## src/rtl/hazard_ctrl_pkg.sv

```systemverilog
// Shared constants for the pipeline hazard controller: FSM state encoding,
// the hard-wired zero register and the default multiply/divide timeout.
package hazard_ctrl_pkg;

    localparam logic [0:0] ST_RUN     = 1'b0;
    localparam logic [0:0] ST_MD_EXEC = 1'b1;

    localparam logic [4:0] ZERO_REG = 5'd0;

    localparam int unsigned MD_TIMEOUT_DEFAULT = 64;

endpackage

```

## src/rtl/hazard_ctrl_if.sv

```systemverilog
// Start/done handshake between the hazard controller (master) and the
// multi-cycle multiply/divide unit (slave).
interface hazard_ctrl_if;

    logic md_start;
    logic md_done;

    modport master (output md_start, input md_done);
    modport slave  (input md_start, output md_done);

endinterface

```

## src/rtl/hazard_detect.sv

```systemverilog
// Combinational load-use compare between the ID source registers and the
// destination of a load sitting in EX.
module hazard_detect
    import hazard_ctrl_pkg::*;
(
    input  logic [4:0] rs_id,
    input  logic [4:0] rt_id,
    input  logic       use_rs_id,
    input  logic       use_rt_id,
    input  logic [4:0] rw_ex,
    input  logic       wreg_ex,
    input  logic       rmem_ex,
    output logic       load_use
);

    logic rs_hit;
    logic rt_hit;

    assign rs_hit   = use_rs_id & (rs_id == rw_ex);
    assign rt_hit   = use_rt_id & (rt_id == rw_ex);
    // Writes to the zero register are discarded, so they never create a hazard.
    assign load_use = rmem_ex & wreg_ex & (rw_ex != ZERO_REG) & (rs_hit | rt_hit);

endmodule

```

## src/rtl/hazard_ctrl.sv

```systemverilog
// Front-end stall/bubble/flush control for load-use hazards, multi-cycle
// multiply/divide occupancy and ID-resolved redirects.
module hazard_ctrl
    import hazard_ctrl_pkg::*;
#(
    parameter int unsigned MD_TIMEOUT = MD_TIMEOUT_DEFAULT,
    parameter int unsigned CNT_W      = 32
) (
    input  logic             clock,
    input  logic             reset_0,
    input  logic [4:0]       rs_id,
    input  logic [4:0]       rt_id,
    input  logic             use_rs_id,
    input  logic             use_rt_id,
    input  logic             md_id,
    input  logic             redirect_id,
    input  logic [4:0]       rw_ex,
    input  logic             wreg_ex,
    input  logic             rmem_ex,
    hazard_ctrl_if.master    md,
    output logic             enable_pc,
    output logic             enable_ifid,
    output logic             enable_idex,
    output logic             bubble_idex,
    output logic             flush_ifid,
    output logic             md_error,
    output logic [CNT_W-1:0] stall_cnt
);

    localparam logic [7:0] WAIT_LAST = 8'(MD_TIMEOUT - 1);

    logic [0:0] state;
    logic [0:0] state_nxt;
    logic [7:0] wait_cnt;
    logic       load_use;
    logic       md_issue;
    logic       timeout;

    hazard_detect u_detect (
        .rs_id     (rs_id),
        .rt_id     (rt_id),
        .use_rs_id (use_rs_id),
        .use_rt_id (use_rt_id),
        .rw_ex     (rw_ex),
        .wreg_ex   (wreg_ex),
        .rmem_ex   (rmem_ex),
        .load_use  (load_use)
    );

    always_comb begin
        enable_pc   = 1'b1;
        enable_ifid = 1'b1;
        enable_idex = 1'b1;
        bubble_idex = 1'b0;
        flush_ifid  = 1'b0;
        md_issue    = 1'b0;
        timeout     = 1'b0;
        state_nxt   = state;
        if (state == ST_RUN) begin
            if (load_use) begin
                enable_pc   = 1'b0;
                enable_ifid = 1'b0;
                bubble_idex = 1'b1;
            end else begin
                flush_ifid = redirect_id;
                if (md_id) begin
                    md_issue  = 1'b1;
                    state_nxt = ST_MD_EXEC;
                end
            end
        end else if (md.md_done) begin
            state_nxt = ST_RUN;
        end else begin
            enable_pc   = 1'b0;
            enable_ifid = 1'b0;
            enable_idex = 1'b0;
            // The last permitted frozen cycle still holds; release lands on the next edge.
            if (wait_cnt == WAIT_LAST) begin
                timeout   = 1'b1;
                state_nxt = ST_RUN;
            end
        end
    end

    always_ff @(posedge clock or negedge reset_0) begin
        if (!reset_0) begin
            state       <= ST_RUN;
            wait_cnt    <= '0;
            md.md_start <= 1'b0;
            md_error    <= 1'b0;
            stall_cnt   <= '0;
        end else begin
            state       <= state_nxt;
            md.md_start <= md_issue;
            if (md_issue) begin
                wait_cnt <= '0;
            end else if (state == ST_MD_EXEC && !md.md_done) begin
                wait_cnt <= wait_cnt + 8'd1;
            end
            if (timeout) begin
                md_error <= 1'b1;
            end
            if (!enable_pc) begin
                stall_cnt <= stall_cnt + CNT_W'(1);
            end
        end
    end

endmodule

```

## src/flat_wrapper.sv

```systemverilog
// flat-port wrapper written by rule: the top's interface ports become plain ports
module hazard_ctrl_flat import hazard_ctrl_pkg::*;
#(
    parameter int unsigned MD_TIMEOUT = MD_TIMEOUT_DEFAULT,
    parameter int unsigned CNT_W      = 32
)
  (clock, reset_0, rs_id, rt_id, use_rs_id, use_rt_id, md_id, redirect_id, rw_ex, wreg_ex, rmem_ex, enable_pc, enable_ifid, enable_idex, bubble_idex, flush_ifid, md_error, stall_cnt, md_md_start, md_md_done);
  hazard_ctrl_if md_i ();
  input  logic clock;
  input  logic reset_0;
  input  logic [4:0] rs_id;
  input  logic [4:0] rt_id;
  input  logic use_rs_id;
  input  logic use_rt_id;
  input  logic md_id;
  input  logic redirect_id;
  input  logic [4:0] rw_ex;
  input  logic wreg_ex;
  input  logic rmem_ex;
  output logic enable_pc;
  output logic enable_ifid;
  output logic enable_idex;
  output logic bubble_idex;
  output logic flush_ifid;
  output logic md_error;
  output logic [CNT_W-1:0] stall_cnt;
  output wire logic [$bits(md_i.md_start)-1:0] md_md_start;
  input wire logic [$bits(md_i.md_done)-1:0] md_md_done;
  assign md_md_start = md_i.md_start;
  assign md_i.md_done = md_md_done;
  hazard_ctrl #(.MD_TIMEOUT(MD_TIMEOUT), .CNT_W(CNT_W)) u_core (.clock(clock), .reset_0(reset_0), .rs_id(rs_id), .rt_id(rt_id), .use_rs_id(use_rs_id), .use_rt_id(use_rt_id), .md_id(md_id), .redirect_id(redirect_id), .rw_ex(rw_ex), .wreg_ex(wreg_ex), .rmem_ex(rmem_ex), .md(md_i), .enable_pc(enable_pc), .enable_ifid(enable_ifid), .enable_idex(enable_idex), .bubble_idex(bubble_idex), .flush_ifid(flush_ifid), .md_error(md_error), .stall_cnt(stall_cnt));
endmodule
```

## config.mk

```make
export PLATFORM = sky130hd
export DESIGN_NAME = hazard_ctrl_flat
export DESIGN_NICKNAME = d
export VERILOG_FILES = /design/src/rtl/hazard_ctrl_pkg.sv /design/src/rtl/hazard_ctrl_if.sv /design/src/rtl/hazard_detect.sv /design/src/rtl/hazard_ctrl.sv /design/src/flat_wrapper.sv
export SDC_FILE = /design/constraint.sdc
export NUM_CORES = 1
export LEC_CHECK = 0
export ABC_AREA = 1
export ABC_CLOCK_PERIOD_IN_PS = 1700
export CORE_MARGIN = 1.5
export CORE_UTILIZATION = 49
export DETAILED_ROUTE_END_ITERATION = 16
export PLACE_DENSITY_LB_ADDON = 0.05
export RECOVER_POWER = 50
export SLEW_MARGIN = 20
export SYNTH_ARGS = -nofsm -noshare
export SYNTH_HDL_FRONTEND = slang
export SYNTH_HIERARCHICAL = 1
export SYNTH_SLANG_ARGS = --single-unit
```

## constraint.sdc

```tcl
create_clock -name clock -period 1.7 [get_ports clock]
set_input_delay 0.34 -clock clock [delete_from_list [all_inputs] [get_ports clock]]
set_output_delay 0.34 -clock clock [all_outputs]
set_load 0.005 [all_outputs]
```

==> summary by stage, run 1 <==
Outcome
The flow ran to the end, but the final reports show violations. The final reports fail on setup timing.

Critical path
Traced cell by cell, the critical path runs through buf_8 > inv_2 > nand2_1 > nand2_1 > nor2_1 > nand3_1 > a21oi_2 > buf_4 > nand2_4 > nand2_4 > buf_8 > nand3_4 > nor2_4 > nand2_2 > xnor2_2. Data on the critical path is required at its endpoint by 1.89 ns. The worst register-to-register path has a setup slack of 0.09 ns.

The worst setup path category is primary input to register. In this run the worst path has a maximum fanout of 6. The worst setup path is launched from a primary input. The critical path arrival is 1.95 ns. The critical-path cell with the highest stage delay is nor2_4. The kind of capture point of the worst setup path is a register. The maximum single-stage delay on the critical path is 0.22 ns.

Clock network
Counting along the longest clock path gives a buffer depth of 2. The number of buffers added by the clock tree synthesis step is 5. The hold-fix buffer count after cts is 0. The clock transition at the registers of the reported paths is 0.09 ns. TritonCTS built the clock tree.

The level count of the clock H-tree is 2. CTS placed an instance of clkbuf_8 at the clock tree root. Clock latency on the worst-skew pair, taken at its later pin, is 0.30 ns. The total clock sinks is 43.

Drt
Detailed routing inserted a total of 2513 vias. Wires add up to 6450 um. Using the TritonRoute via totals, the vias-per-cell ratio works out to 5.04. The detailed-route wire length per cell is 12.9 um.

The first-pass iteration count of the detailed router is 4. The detailed router finished its first iteration with 138 violations. The remaining number of nets flagged by the antenna check after routing is 0. The number of remaining DRC errors is 0.

Die
For this design the top-level I/O count stands at 63. The initial core utilization is 52.0%. In this run the standard cell core region covers 0.00482 sq mm.

The die is 74.5 um tall. The number of placement rows is 25. The floorplan step set the die width to 74.5 um.

The floorplan step defined a die boundary enclosing 0.00555 sq mm.

Finish
The storage element area is 0.00108 sq mm. The library cell used most frequently in the layout, excluding fill and tap cells, is nand2_1. Cells fill 75.9% of the core in the end. The post-route netlist has 24.3% of its cells at a drive strength greater than 1. Fill cells in the final layout number 377.

The post-route cell area is 0.00365 sq mm. Leaving out fill and tap cells, the most frequent cells in the layout are nand2_1, dfrtp_1, inv_1. The area added between synthesis and finish is 46.0%.

0 antenna diodes ended up in the layout. In the final layout, the multi-input gates occupy 0.00139 sq mm. After the last flow step, the layout net total stands at 457.

Logic synthesis
Synthesis handed over a netlist of 341 instances. The distinct cell type count after synthesis is 25. During synthesis, Yosys emitted a total of 6 warnings. Counting flops and latches in the post-synthesis netlist gives 43. The share of synthesized area in the top cell type comes to 43.0%. The synthesized design spends more area on one cell type than any other, namely dfrtp_1. The share of the Yosys chip area taken by registers is 43.0%.

The average cell area after synthesis is 7.34 sq um. Yosys attributes the largest share of cell area to dfrtp_1, nand2_1, inv_1, nor2_1, xor2_1. The cell area that synthesis handed to floorplanning was 0.00250 sq mm.

The number of nets in the synthesized netlist is 367.

Placement
Once placement finished, the instance area stood at 0.00338 sq mm. The post-detailed-placement half-perimeter wirelength is 4530 um. The placement-stage worst setup slack is -0.797 ns.

The global placer's final weighted congestion is 0.814. The count of buffers added on input and output ports is 62.

STA
At the pin with the least slew margin, the transition time is 1.17 ns. The worst clock skew on the final layout is 0.0108 ns. Setup violations remaining at the end of the flow were counted as 13. After layout, the minimum clock period comes to 1.76 ns.

Setup repair after global routing could not meet its margin everywhere. Setup slack on the critical path of the routed design comes to -0.0614 ns. The sum of negative setup slack is -0.383 ns.

Timing would allow up to 568 MHz. The number of pins exceeding their max-slew limit in the final report came to 0. The count of final hold-check violations came to 0.

The worst path uses 104% of the clock period. The headroom to the max-slew limit is 22.2%.

GRT
The initial antenna violation count is 0. The pin count of the biggest net entering global routing is 25. The total overflow left after global routing is 0.

The via count of the first global-routing pass is 2211. The first global-routing pass estimated 9920 um of wire. In the global route stage, overall resource usage came out at 23.6%.

Run
Max-cap violations in this run came to 0.

Pwr
The worst IR drop on VDD is 485 uV. The leakage power is 1.87 nW. The sum of internal, switching and leakage power is 0.00271 W.

In this run the power density over the cells is 742 mW/mm^2.

Worst hold path
The min-delay analysis places its worst path in the category primary input to async pin.
## registers in the layout, summed over array words and instances, names as in the netlist
name	cells
u_core/md_error	1
u_core/state	1
u_core/stall_cnt	32
u_core/wait_cnt	8
u_core/md.md_start	1
## per-stage QoR
step                cells  hold WS [ns]
floorplan             341        0.0444
global placement      488         0.328
detailed placement    488         0.342
CTS                   498        0.0130
global route          499         0.329
finish                499         0.249
## final cells by class
type / instances / share of cell area (%)
inverter: 51 / 5.31
sequential: 43 / 29.4
multi-input combinational: 246 / 37.9
clock inverter: 2 / 0.959
timing repair buffer: 84 / 21.8
tap: 67 / 2.29
clock buffer: 6 / 2.26
## layer usage
layer / global-route usage [%] / routed length [um]
met2: 38.6 / 3110
met4: 6.06 / 76
met3: 4.47 / 335
met1: 32.4 / 2930
met5: 0 / 0
## where the power goes
part	internal, W	switching (W)
Clock	0.000476	0.000354
Combinational	0.000356	0.000323
Sequential	0.00112	0.0000836
## final timing paths
kind,startpoint,to,depth (start not counted)
max,rw_ex[1],u_core/stall_cnt[21]$_DFFE_PN0N_,15
min,reset_0,u_core/stall_cnt[4]$_DFFE_PN0N_,1
max reg2reg,u_core/stall_cnt[0]$_DFFE_PN0N_,u_core/stall_cnt[23]$_DFFE_PN0N_,8
min reg2reg,u_core/md_error$_DFFE_PN0P_,u_core/md_error$_DFFE_PN0P_,1
max in group asynchronous,reset_0,u_core/wait_cnt[3]$_DFFE_PN0P_,2
min in group clock,u_core/md_error$_DFFE_PN0P_,u_core/md_error$_DFFE_PN0P_,1
## repair_timing
item	CTS	global route
endpoints found under the setup margin	46	34
gates resized for setup	105	45
pin swaps	29	13
setup buffers	3	1
## cell usage after synthesis
cell type and n:
o21bai_1 1, xor2_1 13, nor2_2 5, o221ai_1 1, nor3_1 7, nor4_1 2
nor2_1 36, nand2_4 2, nand4_1 8, nand2_2 3, inv_1 46, buf_4 1
xnor2_1 6, ha_1 2, dfrtp_1 43, nor3_4 2, nand4_2 1, nand3_1 19
a21oi_1 5, nand3b_1 9, a31oi_1 1, inv_2 5, nand3_2 2, nand2_1 119
o21ai_0 2
## cells by family (layout without fill, tap and decap cells)
logic type,after synthesis,after routing,synth area share [%]
simple gates,215,215,39.1
buf+inv,52,143,7.95
flops,43,43,43.0
xor+xnor,19,19,6.65
compound gates,10,10,2.30
fa+ha+maj,2,2,0.999
## critical path, delay by kind of cell
family	cells	cell delay (ns)
xor gates and xnor gates	1	0.13
AOI/OAI and AO/OA	1	0.19
and+or+nand+nor	9	0.86
buffers and inverters	4	0.43
No activity file was read; power rests on OpenSTA's default activity.
==> run 2: changes to the inputs <==
Settings changed: GPL_ROUTABILITY_DRIVEN from default to 0.
==> results of run 2 <==
No change in the layout: final DEF, timing and power equal those of run 1.
